[config.mk]
export PLATFORM = sky130hd
export DESIGN_NAME = alu_nbit_seq
export DESIGN_NICKNAME = d
export VERILOG_FILES = /design/src/rtl/alu_nbit_seq.sv
export SDC_FILE = /design/constraint.sdc
export NUM_CORES = 1
export LEC_CHECK = 0
export BUFFER_PORTS_ARGS = -buffer_cell sky130_fd_sc_hd__buf_2
export CAP_MARGIN = 20
export CORE_MARGIN = 2
export CORE_UTILIZATION = 50
export DETAILED_ROUTE_END_ITERATION = 6
export PLACE_DENSITY = 0.82
export SETUP_SLACK_MARGIN = 0.15
export SYNTH_ARGS = -nofsm -noshare
export SYNTH_HDL_FRONTEND = slang
export SYNTH_SLANG_ARGS = --single-unit
[constraint.sdc]
create_clock -name clk -period 5.1 [get_ports clk]
set_clock_uncertainty 0.05 [all_clocks]
set_input_delay 0.765 -clock clk [delete_from_list [all_inputs] [get_ports clk]]
set_output_delay 0.765 -clock clk [all_outputs]
set_load 0.005 [all_outputs]
[src/rtl/alu_nbit_seq.sv]
`default_nettype none
// ============================================================================
// Module   : alu_nbit_seq
// Brief    : Registered N-bit ALU with valid/ready handshake, Zero flag,
//            signed SLT and optional iterative shifts (macro ALU_SHIFT_EN).
// Revision : 1.0 - initial release
// ============================================================================
module alu_nbit_seq #(
    parameter int WIDTH = 32,
    parameter int SHW   = $clog2(WIDTH)
) (
    input  logic             clk,
    input  logic             reset,
    input  logic             in_valid,
    output logic             in_ready,
    input  logic [WIDTH-1:0] A,
    input  logic [WIDTH-1:0] B,
    input  logic [2:0]       Operation,
    output logic             out_valid,
    input  logic             out_ready,
    output logic [WIDTH-1:0] Result,
    output logic             CarryOut,
    output logic             Overflow,
    output logic             Zero,
    output logic             busy
);

    localparam logic [2:0] c_OP_AND = 3'b000;
    localparam logic [2:0] c_OP_OR  = 3'b001;
    localparam logic [2:0] c_OP_ADD = 3'b010;
    localparam logic [2:0] c_OP_SUB = 3'b110;
    localparam logic [2:0] c_OP_SLT = 3'b111;
    localparam logic [2:0] c_OP_SLL = 3'b011;
    localparam logic [2:0] c_OP_SRL = 3'b100;
    localparam logic [2:0] c_OP_SRA = 3'b101;

    localparam logic [1:0] c_ST_IDLE  = 2'd0;
    localparam logic [1:0] c_ST_DONE  = 2'd2;
`ifdef ALU_SHIFT_EN
    localparam logic [1:0] c_ST_SHIFT = 2'd1;
`endif

    logic [1:0]       r_state;
    logic [1:0]       w_next_state;
    logic [WIDTH-1:0] r_result;
    logic             r_carry;
    logic             r_ovf;
    logic             r_zero;

    // Shared adder: SUB and SLT use A + ~B + 1, ADD uses A + B.
    logic             w_sub;
    logic [WIDTH-1:0] w_bx;
    logic [WIDTH:0]   w_sum;
    logic             w_ovf;
    logic [WIDTH-1:0] w_alu_result;
    logic             w_alu_carry;
    logic             w_alu_ovf;

    assign w_sub = (Operation != c_OP_ADD);
    assign w_bx  = w_sub ? ~B : B;
    assign w_sum = {1'b0, A} + {1'b0, w_bx} + {{WIDTH{1'b0}}, w_sub};
    assign w_ovf = (A[WIDTH-1] ^ w_bx[WIDTH-1] ^ w_sum[WIDTH-1]) ^ w_sum[WIDTH];

`ifdef ALU_SHIFT_EN
    logic [SHW-1:0]   r_count;
    logic [2:0]       r_op;
    logic [SHW-1:0]   w_shamt;
    logic             w_is_shift;
    logic [WIDTH-1:0] w_shifted;

    assign w_shamt    = B[SHW-1:0];
    assign w_is_shift = (Operation == c_OP_SLL) || (Operation == c_OP_SRL) ||
                        (Operation == c_OP_SRA);

    always_comb begin
        w_shifted = r_result;
        case (r_op)
            c_OP_SLL: w_shifted = {r_result[WIDTH-2:0], 1'b0};
            c_OP_SRL: w_shifted = {1'b0, r_result[WIDTH-1:1]};
            c_OP_SRA: w_shifted = {r_result[WIDTH-1], r_result[WIDTH-1:1]};
            default:  w_shifted = r_result;
        endcase
    end
`endif

    always_comb begin
        w_alu_result = '0;
        w_alu_carry  = 1'b0;
        w_alu_ovf    = 1'b0;
        case (Operation)
            c_OP_AND: w_alu_result = A & B;
            c_OP_OR:  w_alu_result = A | B;
            c_OP_ADD, c_OP_SUB: begin
                w_alu_result = w_sum[WIDTH-1:0];
                w_alu_carry  = w_sum[WIDTH];
                w_alu_ovf    = w_ovf;
            end
            c_OP_SLT: begin
                w_alu_result = {{(WIDTH-1){1'b0}}, w_sum[WIDTH-1] ^ w_ovf};
                w_alu_carry  = w_sum[WIDTH];
            end
            default: begin
                // A zero-distance shift passes A straight through.
`ifdef ALU_SHIFT_EN
                w_alu_result = A;
`else
                w_alu_result = '0;
`endif
            end
        endcase
    end

    always_ff @(posedge clk) begin
        if (reset) begin
            r_state <= c_ST_IDLE;
        end else begin
            r_state <= w_next_state;
        end
    end

    always_comb begin
        w_next_state = r_state;
        case (r_state)
            c_ST_IDLE: begin
                if (in_valid) begin
`ifdef ALU_SHIFT_EN
                    if (w_is_shift && (w_shamt != '0)) begin
                        w_next_state = c_ST_SHIFT;
                    end else begin
                        w_next_state = c_ST_DONE;
                    end
`else
                    w_next_state = c_ST_DONE;
`endif
                end
            end
`ifdef ALU_SHIFT_EN
            c_ST_SHIFT: begin
                if (r_count == SHW'(1)) begin
                    w_next_state = c_ST_DONE;
                end
            end
`endif
            c_ST_DONE: begin
                if (out_ready) begin
                    w_next_state = c_ST_IDLE;
                end
            end
            default: w_next_state = c_ST_IDLE;
        endcase
    end

    always_comb begin
        in_ready  = (r_state == c_ST_IDLE);
        out_valid = (r_state == c_ST_DONE);
`ifdef ALU_SHIFT_EN
        busy      = (r_state == c_ST_SHIFT);
`else
        busy      = 1'b0;
`endif
    end

    always_ff @(posedge clk) begin
        if (reset) begin
            r_result <= '0;
            r_carry  <= 1'b0;
            r_ovf    <= 1'b0;
            r_zero   <= 1'b0;
`ifdef ALU_SHIFT_EN
            r_count  <= '0;
            r_op     <= 3'b000;
`endif
        end else begin
            case (r_state)
                c_ST_IDLE: begin
                    if (in_valid) begin
`ifdef ALU_SHIFT_EN
                        if (w_is_shift && (w_shamt != '0)) begin
                            r_result <= A;
                            r_carry  <= 1'b0;
                            r_ovf    <= 1'b0;
                            r_zero   <= (A == '0);
                            r_count  <= w_shamt;
                            r_op     <= Operation;
                        end else
`endif
                        begin
                            r_result <= w_alu_result;
                            r_carry  <= w_alu_carry;
                            r_ovf    <= w_alu_ovf;
                            r_zero   <= (w_alu_result == '0);
                        end
                    end
                end
`ifdef ALU_SHIFT_EN
                c_ST_SHIFT: begin
                    r_result <= w_shifted;
                    r_zero   <= (w_shifted == '0);
                    r_count  <= r_count - SHW'(1);
                end
`endif
                default: ;
            endcase
        end
    end

    assign Result   = r_result;
    assign CarryOut = r_carry;
    assign Overflow = r_ovf;
    assign Zero     = r_zero;

endmodule
`default_nettype wire

* After elaboration in Yosys (flattened, before gate mapping) *
Cells that the tools add are included.

word-level totals
  input bits = 71
  latch bits = 0
  memories kept = 0
  bits in read-only memories = 0
  logic and storage cells = 36
  register bits = 37
  output and inout bits = 38
  memory bits (writable) = 0

cells by class
  $add $sub $neg = 2
  order comparisons = 0
  multiply operators = 0
  divide/modulo/power cells = 0
  shift operators = 0
  bitwise logic cells = 7
  equal/unequal tests = 8
  mux-type cells = 7
  reductions and logical operators = 7

operators by type and width
  operator                                                         count
  32-bit one-hot mux with 4 select lines                           1
  32-bit by 32-bit adder with 33-bit output                        1
  33-bit by 1-bit adder with 33-bit output                         1
  32-bit bitwise AND                                               1
  32-bit logical NOT                                               1
  32-bit two-way mux                                               1
  32-bit inverter                                                  1
  32-bit bitwise OR                                                1
  3-bit == test, second input constant                             2
  2-bit two-way mux                                                2
  2-bit one-hot mux with 2 select lines                            1
  2-bit AND reduction                                              2
  1-bit bitwise XOR                                                4
  3-bit by 1-bit == test with 1-bit output, second input constant  1
  3-bit by 2-bit == test with 1-bit output, second input constant  1
  3-bit logical NOT                                                1
  3-bit by 2-bit != test with 1-bit output, second input constant  1
  3-bit OR reduction                                               1
  2-bit == test, second input constant                             1
  2-bit logical NOT                                                1
  1-bit two-way mux                                                2
  2-bit by 1-bit != test with 1-bit output, second input constant  1
  2-bit != test, second input constant                             1
  2-bit OR reduction                                               1

* Longest topological paths before layout *
  depth in word-level cells = 9
  depth in mapped cells = 19
  gate-level depth less buffers = 15

* Least setup slack after synthesis *
Ideal clock, no wire load.

  path kind = in2reg
  start = input port Operation[0]
  end = register r_zero, in the netlist Zero
  setup slack = 0.459 ns
  arrival = 4.507 ns
  data required time = 4.966 ns
  setup time = 0.084 ns
  buffers on the path = 3
  stages on the path = 18
  cells stage by stage = buf_6 -> inv_1 -> nand2_1 -> clkbuf_1 -> nor2_1 -> buf_1 -> xnor2_1 -> fa_1 -> and3_1 -> o21a_1 -> o21ba_1 -> or3_1 -> a32o_1 -> nor4_1 -> nand4_1 -> nor3_1 -> nand4_1 -> o31ai_2

on the way
  word-level cells in the longest chain between the ends = 9
  elaborated cells on any way between the ends = 16
  those cells by class = add/sub: 2; eq/ne: 5; mux: 2; bitwise: 4; reduce/logical: 3

ends and longest elaborated chain
  what                                        RTL line  source
  from (decl)                                 18        input logic [2:0] Operation,
  3-bit by 2-bit != test with 1-bit output    59        assign w_sub = (Operation != c_OP_ADD);
  32-bit two-way mux                          60        assign w_bx = w_sub ? ~B : B;
  32-bit by 32-bit adder with 33-bit output   61        assign w_sum = {1'b0, A} + {1'b0, w_bx} + {{WIDTH{1'b0}}, w_sub};
  33-bit by 1-bit adder with 33-bit output    61
  1-bit bitwise XOR (2 in series)             62        assign w_ovf = (A[WIDTH-1] ^ w_bx[WIDTH-1] ^ w_sum[WIDTH-1]) ^ w_sum[WIDTH];
  1-bit bitwise XOR                           99        w_alu_result = {{(WIDTH-1){1'b0}}, w_sum[WIDTH-1] ^ w_ovf};
  32-bit one-hot mux with 4 select lines (*)  90        case (Operation)
  32-bit logical NOT (*)                      191       r_zero <= (w_alu_result == '0);
  to (signal assigned)                        191
  to (decl)                                   48        logic r_zero;

Every way passes the cells marked *; elsewhere a longest branch is shown, timed or not.
A chain may end at the register's enable or synchronous reset.

* Final worst setup path *
Same ends and word-level chain as after synthesis.

==> flow_summary.yaml <==
status:
  status: "finished clean"
pwr:
  p_comb_share_pct: 53.0
  p_sw_share_pct: 42.8
  p_int_mw: 0.657
  cellLeakagePower_nw: 2.10
  p_seq_share_pct: 27.5
  p_per_area_nw_per_um2: 225
  pwr-share-clk_pct: 19.5
  p_sw_mw: 0.492
  peakVddDrop_uv: 96.7
worst_setup_path:
  critPathLaunchType: "primary input"
  required_ps: 5270
  crit_fanout: 16
  reg2reg_to: "Zero"
  rrSetupSlack_ps: 1860
  critPathArrivalTime_ps: 4430
  crit_path_end_kind: "flip-flop"
  crit_type: "in -> reg"
  rr_startpoint: "r_state[1]"
  r2r_cells: 10
die:
  start_util_pct: 50.9
  fp.dieW_um: 97.8
  die_h_um: 97.8
  design.die.area_sq_um: 9560
  pin_count: 109
  num_rows: 34
  core-area_sq_um: 8640
route:
  routed_wl_um: 14100
  drtIter0Drc: 395
  drtAntennaViolNets: 0
  drc_errors: 0
  via_per_inst: 6.44
  vias: 5001
  wire_per_inst_um: 18.2
  drt_first_pass_iters: 5
clocking:
  clk_path_buf_depth: 2
  cts.sinks: 36
  cts_made_buffers: 5
  cts_tree: "yes"
  cts_resized: 0
  clock_latency_ps: 290
  cts_hold_buf: 0
  cts_setup_buffers: 0
  cts-root-buf: "clkbuf_8"
  cts.clk_slew.worst_paths_ps: 90
  cts.htree.levels: 2
min_path:
  hold_path_end: "CarryOut"
  hp-start: "CarryOut"
  hp-class: "reg -> reg"
  hold_depth: 2
layout:
  diodes: 0
  nFillCells: 844
  syn_to_final_growth_pct: 16.1
  drive_above_1_share_pct: 21.9
  nets: 774
global_routing:
  use_met3_pct: 4.65
  grt_pass1_vias: 4565
  met1_usage_pct: 38.2
  grt_util_met2_pct: 47.9
  busiest_layer: "met2"
  grt_start_max_net_pins: 48
  grt_usage_pct: 28.5
  antenna_found_initial: 0
  grt_pass1_wl_um: 22600
  grt_overflow: 0
synthesis:
  syn_nets: 686
  synth_cell_type_count: 75
  synth_seq_cells: 36
  netlist_area_sq_um: 4400
  synth-async-reset-ratio_pct: 0
  synthCells: 579
  syn_area_per_cell_sq_um: 7.59
  ys.flop_type: "dfxtp_1"
  ys_warn_count: 0
  ys_seq_area_share_pct: 16.4
  synth-edff-count: 0
timing:
  slew_viol_final: 0
  setup_tns_ps: 0
  worst_slew_pin_slew_ps: 862
  fmax_mhz: 235
  hold_slack_ps: 418
  final_min_period_over_clock_period_pct: 83.6
  layout_min_cycle_time_ps: 4260
  finalHoldViolCount: 0
  setup_viol: 0
  rsz0062_at_grt: "no"
  slew_headroom_pct: 42.6
placement:
  hpwlAfterDp_um: 11200
  portBuffers: 107
  gp_congestion: 0.954
job:
  maxCapViolCount: 0
-- worst max-delay path, stage by stage --
cell	delay (ps)
buf_2	110
inv_1	90
nand2_1	110
nor2_4	100
buf_4	290
xnor2_1	120
ha_1	440
nand4_1	210
nor3_1	290
o211ai_1	220
and4_1	240
or3_1	450
a221oi_1	240
nand4_1	170
nor3_1	210
nand4_1	140
o31ai_2	230
-- routing by layer --
metal / wire (um) / vias to the layer above
li1: - / 2377
met1: 5930 / 2292
met2: 6570 / 300
met3: 1300 / 32
met4: 338 / 0
met5: 0 / -
-- synth_stat cells (9+ instances only) --
master | count | area share, %
o21a_1 | 11 | 1.9
ha_1 | 35 | 10
a21oi_1 | 51 | 5.8
dfxtp_1 | 36 | 16
nand2_1 | 44 | 3.8
nor3_1 | 14 | 1.6
maj3_1 | 25 | 5.7
inv_1 | 10 | 0.85
a221oi_1 | 10 | 2.0
nand4_1 | 21 | 3.0
a211oi_1 | 23 | 3.9
xnor2_1 | 37 | 7.4
o21ai_0 | 40 | 4.6
clkbuf_1 | 25 | 2.1
xor2_1 | 9 | 1.8
nand2b_1 | 10 | 1.4
nor2_1 | 46 | 3.9
nand3_1 | 9 | 1.0
-- flip-flops by register name (all words and copies together) (netlist names) --
| register | cells |
|---|---|
| CarryOut | 1 |
| Overflow | 1 |
| Result | 32 |
| Zero | 1 |
| r_state | 1 |
-- metrics by stage --
step / util [%] / instance area (sq um) / total power, mW / setup slack (ps) / std cells
2_1_floorplan: - / 4400 / 0.735 / 459 / 579
3_3_place_gp: 58.0 / 5010 / 0.903 / 704 / 768
3_5_place_dp: 58.0 / 5010 / 0.914 / 609 / 768
4_1_cts: 59.1 / 5100 / 1.13 / 881 / 776
5_1_grt: 59.1 / 5100 / 1.21 / 575 / 776
6_report: 59.1 / 5100 / 1.15 / 839 / 776
-- worst max-delay path by stage --
stage                 startpoint    to  slack, ps  depth (start not counted)
floorplan           Operation[0]  Zero        460                         18
global placement    Operation[0]  Zero        700                         15
detailed placement  Operation[0]  Zero        610                         17
CTS                 Operation[0]  Zero        880                         17
global route        Operation[0]  Zero        580                         17
finish              Operation[0]  Zero        840                         17
-- cell families after synthesis --
family	share of synthesized area, %
other	0.0853
AOI/OAI and AO/OA	31.9
adders and majority gates	16.6
and+or+nand+nor	20.8
muxes	0.683
buffers and inverters	4.41
xor gates and xnor gates	9.17
DFF	16.4
-- area by class of cell --
| type | count | area (sq um) | area share, % |
|---|---|---|---|
| Multi-Input combinational cell | 496 | 3500 | 68.5 |
| Sequential cell | 36 | 721 | 14.1 |
| Timing Repair Buffer | 118 | 618 | 12.1 |
| Tap cell | 108 | 135 | 2.65 |
| Clock buffer | 7 | 86.3 | 1.69 |
| Inverter | 10 | 37.5 | 0.736 |
| Clock inverter | 1 | 7.51 | 0.147 |
-- layout by cell type (no fill, tap or decap), types with 11 or more instances in the layout --
master / Yosys / layout
a211oi_1: 23 / 23
a21oi_1: 51 / 51
buf_2: 4 / 107
buf_4: 1 / 11
dfxtp_1: 36 / 36
ha_1: 35 / 35
maj3_1: 25 / 25
nand2_1: 44 / 44
nand4_1: 21 / 21
nor2_1: 46 / 44
nor3_1: 14 / 14
o21a_1: 11 / 11
o21ai_0: 40 / 40
xnor2_1: 37 / 37
-- power by group through the flow --
stage	logic, mW	registers [mW]	clock network [mW]
3_5_place_dp	0.591	0.323	0
6_report	0.609	0.316	0.224
3_3_place_gp	0.582	0.322	0
2_1_floorplan	0.411	0.324	0
5_1_grt	0.662	0.319	0.229
4_1_cts	0.595	0.316	0.220
Note: power is estimated with default switching activity, not from simulation.
